==> src/rtl/axi_slice_pkg.sv <==
// Shared types and helpers for the AXI channel register-slice chain.
//   slice_mode_e  : per-chain stage flavour (bypass, forward register, spill register)
//   spill_state_e : fill level of a two-entry spill stage
//   occ_width()   : width of the occupancy counter for a given number of cuts
package axi_slice_pkg;

    typedef enum logic [1:0] {
        SLICE_BYPASS = 2'd0,
        SLICE_FWD    = 2'd1,
        SLICE_SPILL  = 2'd2
    } slice_mode_e;

    typedef enum logic [1:0] {
        SPILL_EMPTY = 2'd0,
        SPILL_ONE   = 2'd1,
        SPILL_TWO   = 2'd2
    } spill_state_e;

    // Enough bits to count up to two entries per cut; never narrower than one bit.
    function automatic int occ_width(input int num_cuts);
        int w;
        w = $clog2(2 * num_cuts + 1);
        return (w < 1) ? 1 : w;
    endfunction

endpackage

==> src/rtl/axi_chan_slice_stage.sv <==
// One valid/ready register stage of the channel slice chain.
// Ports:
//   clk, rst         : clock and asynchronous active-high reset
//   valid_i/ready_o  : upstream handshake, data_i payload
//   valid_o/ready_i  : downstream handshake, data_o payload
//   count_o          : number of beats currently held (0..2)
module axi_chan_slice_stage
    import axi_slice_pkg::*;
#(
    parameter int          DATA_WIDTH = 64,
    parameter slice_mode_e MODE       = SLICE_SPILL
) (
    input  logic                  clk,
    input  logic                  rst,
    input  logic                  valid_i,
    output logic                  ready_o,
    input  logic [DATA_WIDTH-1:0] data_i,
    output logic                  valid_o,
    input  logic                  ready_i,
    output logic [DATA_WIDTH-1:0] data_o,
    output logic [1:0]            count_o
);

    generate
        if (MODE == SLICE_FWD) begin : g_fwd
            logic                  r_full;
            logic [DATA_WIDTH-1:0] r_data;
            logic                  w_load;

            // Ready stays combinational: a full entry can accept when it is draining.
            assign ready_o = !r_full || ready_i;
            assign w_load  = valid_i && ready_o;
            assign valid_o = r_full;
            assign data_o  = r_data;
            assign count_o = {1'b0, r_full};

            // A new load wins over the clear of an outgoing beat.
            always_ff @(posedge clk or posedge rst) begin
                if (rst) begin
                    r_full <= 1'b0;
                    r_data <= '0;
                end else if (w_load) begin
                    r_full <= 1'b1;
                    r_data <= data_i;
                end else if (ready_i) begin
                    r_full <= 1'b0;
                end
            end
        end else if (MODE == SLICE_SPILL) begin : g_spill
            spill_state_e          r_state;
            spill_state_e          w_stateNext;
            logic [DATA_WIDTH-1:0] r_a;
            logic [DATA_WIDTH-1:0] r_b;
            logic                  w_inHs;
            logic                  w_outHs;
            logic                  w_loadA;
            logic                  w_loadB;
            logic                  w_moveB;

            // Ready comes only from the state register, cutting the ready path.
            assign ready_o = (r_state != SPILL_TWO);
            assign valid_o = (r_state != SPILL_EMPTY);
            assign data_o  = r_a;
            assign w_inHs  = valid_i && ready_o;
            assign w_outHs = valid_o && ready_i;
            assign count_o = (r_state == SPILL_TWO) ? 2'd2 :
                             (r_state == SPILL_ONE) ? 2'd1 : 2'd0;

            always_ff @(posedge clk or posedge rst) begin
                if (rst) begin
                    r_state <= SPILL_EMPTY;
                end else begin
                    r_state <= w_stateNext;
                end
            end

            // A is the output register; B only holds the beat that arrived while A was stuck.
            always_comb begin
                w_stateNext = r_state;
                w_loadA     = 1'b0;
                w_loadB     = 1'b0;
                w_moveB     = 1'b0;
                case (r_state)
                    SPILL_EMPTY: begin
                        if (w_inHs) begin
                            w_loadA     = 1'b1;
                            w_stateNext = SPILL_ONE;
                        end
                    end
                    SPILL_ONE: begin
                        if (w_inHs && w_outHs) begin
                            w_loadA = 1'b1;
                        end else if (w_inHs) begin
                            w_loadB     = 1'b1;
                            w_stateNext = SPILL_TWO;
                        end else if (w_outHs) begin
                            w_stateNext = SPILL_EMPTY;
                        end
                    end
                    SPILL_TWO: begin
                        if (w_outHs) begin
                            w_moveB     = 1'b1;
                            w_stateNext = SPILL_ONE;
                        end
                    end
                    default: begin
                        w_stateNext = SPILL_EMPTY;
                    end
                endcase
            end

            always_ff @(posedge clk or posedge rst) begin
                if (rst) begin
                    r_a <= '0;
                    r_b <= '0;
                end else begin
                    if (w_loadA) begin
                        r_a <= data_i;
                    end else if (w_moveB) begin
                        r_a <= r_b;
                    end
                    if (w_loadB) begin
                        r_b <= data_i;
                    end
                end
            end
        end else begin : g_bypass
            assign ready_o = ready_i;
            assign valid_o = valid_i;
            assign data_o  = data_i;
            assign count_o = 2'd0;
        end
    endgenerate

endmodule

==> src/rtl/axi_chan_slice_chain.sv <==
// Parametrised register-slice chain for one AXI channel.
// Ports:
//   clk, rst           : clock and asynchronous active-high reset
//   valid_i/ready_o    : upstream handshake, data_i payload (ready_o held low in reset)
//   valid_o/ready_i    : downstream handshake, data_o payload
//   occupancy_o        : beats held across all stages
//   idle_o             : high when nothing is held
module axi_chan_slice_chain
    import axi_slice_pkg::*;
#(
    parameter int          DATA_WIDTH = 64,
    parameter int          NUM_CUTS   = 1,
    parameter slice_mode_e MODE       = SLICE_SPILL,
    localparam int         OCC_WIDTH  = occ_width(NUM_CUTS)
) (
    input  logic                  clk,
    input  logic                  rst,
    input  logic                  valid_i,
    output logic                  ready_o,
    input  logic [DATA_WIDTH-1:0] data_i,
    output logic                  valid_o,
    input  logic                  ready_i,
    output logic [DATA_WIDTH-1:0] data_o,
    output logic [OCC_WIDTH-1:0]  occupancy_o,
    output logic                  idle_o
);

    logic w_readyHead;

    generate
        if (MODE == SLICE_BYPASS || NUM_CUTS == 0) begin : g_bypass
            assign valid_o     = valid_i;
            assign data_o      = data_i;
            assign w_readyHead = ready_i;
            assign occupancy_o = '0;
        end else begin : g_chain
            logic [NUM_CUTS:0]     w_valid;
            logic [NUM_CUTS:0]     w_ready;
            logic [DATA_WIDTH-1:0] w_data  [NUM_CUTS+1];
            logic [1:0]            w_count [NUM_CUTS];
            logic [OCC_WIDTH-1:0]  w_sum;

            assign w_valid[0]        = valid_i;
            assign w_data[0]         = data_i;
            assign w_ready[NUM_CUTS] = ready_i;

            for (genvar k = 0; k < NUM_CUTS; k++) begin : g_stage
                axi_chan_slice_stage #(
                    .DATA_WIDTH(DATA_WIDTH),
                    .MODE      (MODE)
                ) u_stage (
                    .clk    (clk),
                    .rst    (rst),
                    .valid_i(w_valid[k]),
                    .ready_o(w_ready[k]),
                    .data_i (w_data[k]),
                    .valid_o(w_valid[k+1]),
                    .ready_i(w_ready[k+1]),
                    .data_o (w_data[k+1]),
                    .count_o(w_count[k])
                );
            end

            // Occupancy is the plain sum of per-stage entry counts.
            always_comb begin
                w_sum = '0;
                for (int k = 0; k < NUM_CUTS; k++) begin
                    w_sum = w_sum + OCC_WIDTH'(w_count[k]);
                end
            end

            assign valid_o     = w_valid[NUM_CUTS];
            assign data_o      = w_data[NUM_CUTS];
            assign w_readyHead = w_ready[0];
            assign occupancy_o = w_sum;
        end
    endgenerate

    // Upstream never sees ready while the chain is being reset.
    assign ready_o = w_readyHead && !rst;
    assign idle_o  = (occupancy_o == '0);

endmodule

==> config.mk <==
export PLATFORM = sky130hd
export DESIGN_NAME = axi_chan_slice_chain
export DESIGN_NICKNAME = d
export VERILOG_FILES = /design/src/rtl/axi_slice_pkg.sv /design/src/rtl/axi_chan_slice_stage.sv /design/src/rtl/axi_chan_slice_chain.sv
export SDC_FILE = /design/constraint.sdc
export NUM_CORES = 1
export LEC_CHECK = 0
export BUFFER_PORTS_ARGS = -buffer_cell sky130_fd_sc_hd__buf_4
export CAP_MARGIN = 15
export CORE_AREA = 2 2 125 127
export CTS_BUF_LIST = sky130_fd_sc_hd__clkbuf_2 sky130_fd_sc_hd__clkbuf_4 sky130_fd_sc_hd__clkbuf_8
export CTS_CLUSTER_DIAMETER = 40
export DETAILED_ROUTE_END_ITERATION = 10
export DIE_AREA = 0 0 127 129
export SYNTH_ARGS = -nofsm -noshare
export SYNTH_HDL_FRONTEND = slang
export SYNTH_SLANG_ARGS = --single-unit
==> constraint.sdc <==
create_clock -name clk -period 4.3 [get_ports clk]
set_input_delay 0.43 -clock clk [delete_from_list [all_inputs] [get_ports clk]]
set_output_delay 0.43 -clock clk [all_outputs]
set_load 0.01 [all_outputs]
After elaboration in Yosys (flattened, before gate mapping) --
Index checks and enable logic that the tools add are counted.
Storage, ports and cells: register bits 130, word-level logic and storage cells 37
Cells by class: equality and inequality tests 7, mux-type cells 17, reductions and logical operators 10
Operator list (number):
- $mux 64 | 2
- $mux 2 | 6
- $mux 1 | 7
- $pmux 2 s3 | 1
- $logic_and 1x1->1 | 4
- $logic_not 2->1 | 2
- $ne 2x1->1 const B | 2
- $ne 2x2->1 const B | 2
- $reduce_and 4->1 | 1
- $reduce_bool 2->1 | 2
- $ne 3x1->1 const B | 1
- $eq 2x1->1 const B | 1
- $eq 2x2->1 const B | 1
- $pmux 1 s2 | 1
- $logic_not 1->1 | 1

Longest topological paths before layout --
Gate-level depths: netlist of the first run.
depth after elaboration 6, mapped depth 9

Hierarchy --
A second synthesis of the first run with hierarchy kept.
Unflattened totals: cells, all modules 357, area, all modules 5855.6 µm²
Modules (own cells, without submodules):
- axi_chan_slice_stage | instances 1, cells each 355, area an instance 5838.1 µm²
- axi_chan_slice_chain | instances 1, cells each 2, area an instance 17.5 µm²

Worst setup path before layout of the first run --
Ideal clock, no wire load.
path kind register to register, start register g_chain.g_stage[0].u_stage.g_spill.r_state[0], end register g_chain.g_stage[0].u_stage.g_spill.r_b[10], setup time 0.125 ns, data arrival time 1.701 ns, required time 4.175 ns, setup slack 2.474 ns, cell stages (with the launch flop) 10, path buffers 3, period minus slack after synthesis 1.826 ns, cells stage by stage dfrtp_1 -> inv_1 -> ha_1 -> buf_6 -> nor2b_4 -> nand2_2 -> nor2_4 -> buf_8 -> buf_12 -> mux2_4
On the way: word-level cells in the longest chain between the ends 5
Ends and longest elaborated chain:
- from (decl) | RTL line axi_chan_slice_stage.sv:50 | spill_state_e r_state;
- from (signal assigned) | RTL line axi_chan_slice_stage.sv:73 | r_state <= w_stateNext;
- $ne 2x2->1 or $reduce_bool 2->1 (tied branches) | RTL line axi_chan_slice_stage.sv:61, axi_chan_slice_stage.sv:62
- $logic_and 1x1->1, on equally long branches | RTL line axi_chan_slice_stage.sv:64, axi_chan_slice_stage.sv:65
- $mux 1 or $logic_and 1x1->1 (tied branches) | RTL line axi_chan_slice_stage.sv:93, axi_chan_slice_stage.sv:91
- $mux 1 | RTL line axi_chan_slice_stage.sv:91 | if (w_inHs && w_outHs) begin
- $mux 1 * | RTL line axi_chan_slice_stage.sv:83 | case (r_state)
- to (signal assigned) | RTL line axi_chan_slice_stage.sv:123 | r_b <= data_i;
- to (decl) | RTL line axi_chan_slice_stage.sv:53 | logic [DATA_WIDTH-1:0] r_b;
Mark *: on every way between the ends. The rest lies on a longest branch, timed or not. A chain may end at the register's enable or synchronous reset.

Final worst setup path of the first run --
start register g_chain.g_stage[0].u_stage.g_spill.r_state[1], end register g_chain.g_stage[0].u_stage.g_spill.r_a[27]
On the way: word-level cells in the longest chain between the ends 6
Ends and longest elaborated chain:
- $ne 2x2->1 or $reduce_bool 2->1 (tied branches) | RTL line axi_chan_slice_stage.sv:61, axi_chan_slice_stage.sv:62
- $logic_and 1x1->1, on equally long branches | RTL line axi_chan_slice_stage.sv:64, axi_chan_slice_stage.sv:65
- $logic_and 1x1->1 | RTL line axi_chan_slice_stage.sv:91
- $mux 1 | RTL line axi_chan_slice_stage.sv:91
- $pmux 1 s2 | RTL line axi_chan_slice_stage.sv:83
- $mux 64 or $reduce_bool 2->1 (tied branches)
- to (signal assigned) | RTL line axi_chan_slice_stage.sv:118 | r_a <= data_i;
- to (signal assigned) | RTL line axi_chan_slice_stage.sv:120 | r_a <= r_b;
- to (decl) | RTL line axi_chan_slice_stage.sv:52 | logic [DATA_WIDTH-1:0] r_a;
Parallel ways exist; a longest one is shown, timed or not.

==> run metrics, run 1 <==
Vias=approximately 3800; dpl ws=1.99 ns; Worst Setup Start Kind=flip-flop; CORE AREA=15000 sq um; part of the cycle the worst path needs=0.535; pin count of the biggest net entering global routing=65; worst skew pair latency=0.45 ns; fin crit period=2.30 ns; post-synthesis cell area=5860 sq um; CTS-repair resized insts=0; Seq/Total Area, Yosys=0.555; CP required=roughly 4.6 ns; count of cell types in the netlist=28; Die Height=129 microns; Reg clk slew, reported paths=0.08 ns; total power=between 5 and 6 mW; Hold/Removal Path Class=in2async; layout cell share with drive strength beyond 1=0.422; Syn Inst Count=442; clock skew=0.0135 ns; via density per instance=between 4 and 5; CP bufs+invs=2; cell family with most CP delay=simple AND/OR/NAND/NOR gates; Syn-to-layout area delta=26.0%; Overall Global Routing Usage=0.154; fin. max-slew vios=0; first-pass GRT wire length=19500 microns; Data arrival, critical path=approximately 2.6 ns; P_leak=3.80 nW; Die Area=16400 sq um; die width=127 microns; Root Buffer=clkbuf_8; Max-Cap Viols=0; initial antenna violation count=0; setup bufs post-CTS=0; hpwl dp=roughly 8100 microns; final net count=649; CTS Buf Count=17; RSZ-0062 raised after global routing=no; CP Capture Type=flip-flop; Critical Path Start=g_chain.g_stage[0].u_stage.g_spill.r_state[1]; Slew headroom=0.521; Boundary Pins=137; Setup Total Neg Slack=0 ns; critical path fanouts, max=22; initial DRC count=slightly above 200; Synth Area per Inst=13.3 sq um; DR DRC count=0; WS Path Type=reg2reg; Finished Cell Area=7390 sq um; CTS HTree Levels=4; final wirelength=12200 microns; Port Buffers=136; Power Dens Cells=771 nW/um^2; critical path's slowest cell=buf_4; Rows=45; Initial Util=0.392; Worst-Margin Slew=0.718 ns; crit-path cells=inv_1 -> ha_1 -> and2b_2 -> nand2_4 -> buf_4 -> mux2i_1 -> a21oi_2; Placed Instance Area=6900 sq um; diodes inserted=0; outcome=complete, no violations; Slowest Stage Delay on Critical Path=0.46 ns; Max Freq=between 0.4 and 0.5 GHz; final hold vios=0; routability congestion estimate=0.719; Synthesis Warnings=0; clock sink count=130; Final setup viols=0; CTS Hold Bufs=0; vias in the first global route=3819; worst flop-to-flop path startpoint=g_chain.g_stage[0].u_stage.g_spill.r_state[1]; CTS tree=built; total gr overflow=0; Pre-antenna DRT Iters=4; Longest Clk Path Bufs=2; WHS=0.0354 ns; Synth Register Bits=130; fin worst setup slack=2.00 ns; maximum VDD drop=around 380 uV; wire per inst=15.7 microns; internal reg-to-reg setup slack=2.00 ns; antenna viol nets, final=0; syn_nets=around 500
[stage by stage]
step | utilization | cells
finish | 0.493 | 778
global route | 0.493 | 778
CTS | 0.493 | 778
detailed placement | 0.461 | 746
global placement | 0.461 | 746
floorplan | - | 442
[layout make-up]
| cell class | instances | area, sq um |
|---|---|---|
| multi-input cells | 279 | 2310 |
| well taps | 188 | 235 |
| clock inverters | 13 | 233 |
| flip-flops and latches | 130 | 3250 |
| fillers | 1356 | 7590 |
| clock buffers | 19 | 255 |
| repair buffers | 144 | 1080 |
| inverters | 5 | 21.3 |
[state kept, by name (all words and copies together) (netlist names)]
register,count
g_chain.g_stage.u_stage.data_o,64
g_chain.g_stage.u_stage.g_spill.r_b,64
g_chain.g_stage.u_stage.g_spill.r_state,2
[final timing paths]
kind                                                         endpoint  cells past startpoint
setup / recovery                g_chain.g_stage[0].u_stage.data_o[27]                      7
setup reg to reg                g_chain.g_stage[0].u_stage.data_o[27]                      7
min in group clk           g_chain.g_stage[0].u_stage.g_spill.r_b[42]                      2
hold / removal                   g_chain.g_stage[0].u_stage.data_o[4]                      2
max in group asynchronous       g_chain.g_stage[0].u_stage.data_o[48]                      3
hold reg to reg            g_chain.g_stage[0].u_stage.g_spill.r_b[48]                      1
[routing by layer]
metal	track usage	share of wire	routed length (microns)
met4	0.0621	0.014	174
met1	0.199	0.44	5330
met2	0.238	0.49	6000
met5	0	0	0
met3	0.0565	0.058	708
[where the power goes]
group / total (mW) / internal (mW) / switching, mW / leakage [nW]
logic: 2.24 / 1.26 / 0.980 / 2.07
clock network: 1.26 / 0.770 / 0.493 / 0.232
registers: 2.19 / 1.85 / 0.342 / 1.49
total: 5.70 / 3.89 / 1.81 / 3.80
[logic make-up (layout without fill, tap and decap cells)]
| family | after synthesis | after routing | share of synthesized area |
|---|---|---|---|
| flip-flops | 130 | 130 | 0.555 |
| buffers and inverters | 33 | 181 | 0.0533 |
| adder cells (fa/ha/maj) | 4 | 4 | 0.00853 |
| AND/OR/NAND/NOR | 77 | 77 | 0.0572 |
| AO/OA/AOI/OAI | 69 | 69 | 0.0610 |
| multiplexers | 129 | 129 | 0.265 |
[cell usage after synthesis]
cell type    n  area share
nand3_1      1     0.00085
and3b_1      1      0.0015
a21oi_1     62       0.053
o211ai_1     1      0.0013
o21ai_1      1     0.00085
nor2_1      66       0.042
buf_12       5       0.017
mux2_2      15       0.029
buf_2       14       0.012
buf_6        1      0.0019
nor2b_1      1      0.0011
a21oi_2      2      0.0030
mux2i_1     65        0.11
buf_8        7       0.018
nand2b_1     2      0.0021
ha_1         4      0.0085
mux2_4      49        0.13
o21ai_0      2      0.0017
buf_4        1      0.0013
and2b_2      1      0.0015
nand2_1      1     0.00064
nand2_4      1      0.0019
inv_1        5      0.0032
nand2_2      1      0.0011
nor2_4       1      0.0019
dfrtp_1    130        0.55
a21o_1       1      0.0013
nor2b_4      1      0.0023
[placed cells by master, fill, tap and decap left out, types with 2 or more instances in the layout]
| master | n |
|---|---|
| buf_4 | 144 |
| o21ai_0 | 2 |
| inv_1 | 4 |
| bufinv_16 | 6 |
| a21oi_1 | 62 |
| ha_1 | 4 |
| nor2_1 | 66 |
| clkbuf_8 | 18 |
| clkinv_4 | 2 |
| a21oi_2 | 2 |
| nand2b_1 | 2 |
| mux2i_1 | 65 |
| mux2_2 | 15 |
| dfrtp_1 | 130 |
| clkinvlp_4 | 4 |
| mux2_4 | 49 |
[worst reg2reg max path: stages, from the launching register on]
cell and delay [ns]:
dfrtp_1 0.42, inv_1 0.12, ha_1 0.20, and2b_2 0.27, nand2_4 0.32, buf_4 0.47
mux2i_1 0.30, a21oi_2 0.08
(Power assumes the default switching activity.)
==> run 2: changes to the inputs <==
Settings changed: ABC_AREA from default to 1, CORE_AREA 2 2 125 127 to 2 2 129 131, DIE_AREA 0 0 127 129 to 0 0 131 133.
Clock period 4.3 ns to 2.3 ns, I/O delays scaled along.
==> run metrics, run 2 <==
largest area contributor in the netlist=dfrtp_1; vias in the first global route=5293 (+39%); Cells after DPL=1116 (+50%); P_leak=4.23 nW (+11%); CP Capture Type=output port; layout cell share with drive strength beyond 1=0.208 (-0.214); Layout Utilization=0.490 (-0.00287); maximum VDD drop=522 uV (+38%); Max Freq=a little over 0.5 GHz; antenna viol nets, final=0 (unchanged); dpl ws=0.345 ns (-1.65 ns); Synth Area per Inst=7.80 sq um (-41%); fin crit period=1.99 ns; Die Height=133 microns (+3.1%); via density per instance=4.93 (+1.8%); Synth Register Bits=130 (unchanged); Data arrival, critical path=1.76 ns (-0.85 ns); final hold vios=18 (+18); initial DRC count=515 (+150%); crit-path cells=inv_1 -> ha_2 -> buf_12 -> nor2_1 -> buf_4; hpwl dp=9920 microns (+23%); commonest non-fill, non-tap cell in the layout=nand2_1; CTS Buf Count=17 (unchanged); Slew headroom=0.516 (-0.00536); CTS Hold Bufs=0 (unchanged); Reg clk slew, reported paths=0.08 ns (about the same); ys flop type=dfrtp_1; Register Area=3250 sq um (unchanged); DR DRC count=0 (unchanged); Syn Inst Count=811 (+83%); Slowest Stage Delay on Critical Path=0.40 ns (-0.06 ns); count of cell types in the netlist=15 (-46%); Yosys top cell area share=0.514 (-0.0407); Worst-Margin Slew=0.726 ns (+0.00804 ns); Port Buffers=136 (unchanged); internal reg-to-reg setup slack=0.35 ns (-1.65 ns); Final setup viols=0 (unchanged); critical path's slowest cell=dfrtp_1; Hold/Removal Path Class=in2async; Multi-input gate area=2510 sq um (+8.8%); Vias=5660 (+50%); post-synthesis cell area=6330 sq um (+7.9%); CTS tree=built; pin count of the biggest net entering global routing=131 (+100%); CTS-repair resized insts=0 (unchanged); Worst Setup Start Kind=flip-flop; commonest cells after routing, fill and taps aside=nand2_1 (266), buf_4 (147), nand3_1 (130), dfrtp_1 (130), inv_1 (73); final net count=987 (+52%); Root Buffer=clkbuf_8; total gr overflow=0 (unchanged); CTS HTree Levels=4 (unchanged); CP bufs+invs=3 (+1); Final Non-Filler Cells=1147 (+47%); clock skew=0.00922 ns (-0.00426 ns); syn_nets=883 (+72%); final wirelength=16500 microns (+35%); Setup Total Neg Slack=0 ns (unchanged); Initial Util=0.391 (about the same); Post-synth top cells=nand2_1 (268), nand3_1 (132), dfrtp_1 (130); setup bufs post-CTS=0 (unchanged); Overall Global Routing Usage=0.198 (+0.0441); CORE AREA=16200 sq um (+8.0%); die width=131 microns (+3.1%); critical path fanouts, max=68 (+210%); wire per inst=14.4 microns (-8.3%); fin. max-slew vios=0 (unchanged); WHS=-0.00676 ns (-0.0422 ns); fill count=1600 (+18%); Die Area=17400 sq um (+6.3%); Longest Clk Path Bufs=2 (unchanged); failing checks=hold timing; RSZ-0062 raised after global routing=no; worst skew pair latency=0.43 ns (-0.02 ns); Pre-antenna DRT Iters=5 (+1); outcome=finished with violations; Rows=47 (+4.4%); synth top area cells=dfrtp_1 (51%), nand2_1 (16%), nand3_1 (10%); asr flop ratio synth=1.00 (unchanged); first-pass GRT wire length=27600 microns (+42%); top-count cell post-synth=nand2_1; Max-Cap Viols=0 (unchanged); diodes inserted=0 (unchanged); WS Path Type=reg2out; Synthesis Warnings=0 (unchanged); initial antenna violation count=0 (unchanged); Seq/Total Area, Yosys=0.514 (-0.0407); Power Dens Cells=1350 nW/um^2 (+75%); clock sink count=130 (unchanged); cell family with most CP delay=buffers and inverters; Syn-to-layout area delta=25.3%; Boundary Pins=137 (unchanged); EDFF count, synth=0 (unchanged); part of the cycle the worst path needs=0.865; CP required=2.07 ns (-2.54 ns); routability congestion estimate=0.730 (+1.6%); fin worst setup slack=0.311 ns (-1.69 ns)
==> run 2: per-stage QoR <==
stage,instance area (sq um),power (mW)
after global placement,7550,8.87
after global routing,7930,11.7
after floorplan,6330,7.05
after detailed placement,7550,8.95
after CTS,7930,10.9
final,7930,10.7
==> run 2: worst reg2reg max path: stages (launching register included) <==
cell     delay (ns)
dfrtp_1        0.37
inv_1          0.09
ha_2           0.22
nor2_2         0.31
nand3_4        0.40
buf_12         0.32
nand2_1        0.07
o21ai_1        0.06
==> run 2: cell type report <==
class / count / share of cell area
clock buffer: 28 / 0.0462
clock inverter: 3 / 0.00221
inverter: 74 / 0.0355
multi-input combinational: 539 / 0.317
sequential: 130 / 0.410
tap: 220 / 0.0347
timing repair buffer: 153 / 0.154
==> run 2: kinds of logic after synthesis <==
family,count (synthesis),synth area share
simple gates,471,0.332
buf+inv,142,0.0955
flops,130,0.514
compound gates,64,0.0506
fa+ha+maj,4,0.00791
==> run 2: worst paths after layout <==
| check | startpoint | end | cells after the start |
|---|---|---|---|
| worst max-delay path | g_chain.g_stage[0].u_stage.g_spill.r_state[0] | ready_o | 5 |
| worst min-delay path | rst | g_chain.g_stage[0].u_stage.g_spill.r_b[32] | 3 |
| worst max register to register | g_chain.g_stage[0].u_stage.g_spill.r_state[0] | g_chain.g_stage[0].u_stage.g_spill.r_b[18] | 7 |
| worst min register to register | g_chain.g_stage[0].u_stage.g_spill.r_b[1] | g_chain.g_stage[0].u_stage.g_spill.r_b[1] | 2 |
| max in group asynchronous | rst | g_chain.g_stage[0].u_stage.g_spill.r_b[20] | 3 |
| min in group clk | data_i[32] | g_chain.g_stage[0].u_stage.g_spill.r_b[32] | 3 |
==> run 2: metal layers <==
metal / share of wire / vias to the layer above / global-route usage
li1: - / 2855 / -
met5: 0 / - / 0
met4: 0.0085 / 0 / 0.0514
met1: 0.47 / 2635 / 0.295
met2: 0.46 / 161 / 0.287
met3: 0.063 / 9 / 0.0530
==> run 2: power breakdown <==
| group | internal (mW) | total, mW | leakage, nW | switching, mW |
|---|---|---|---|---|
| clock | 1.01 | 1.85 | 0.202 | 0.845 |
| combinational | 2.08 | 4.76 | 2.46 | 2.68 |
| sequential | 3.44 | 4.09 | 1.57 | 0.650 |
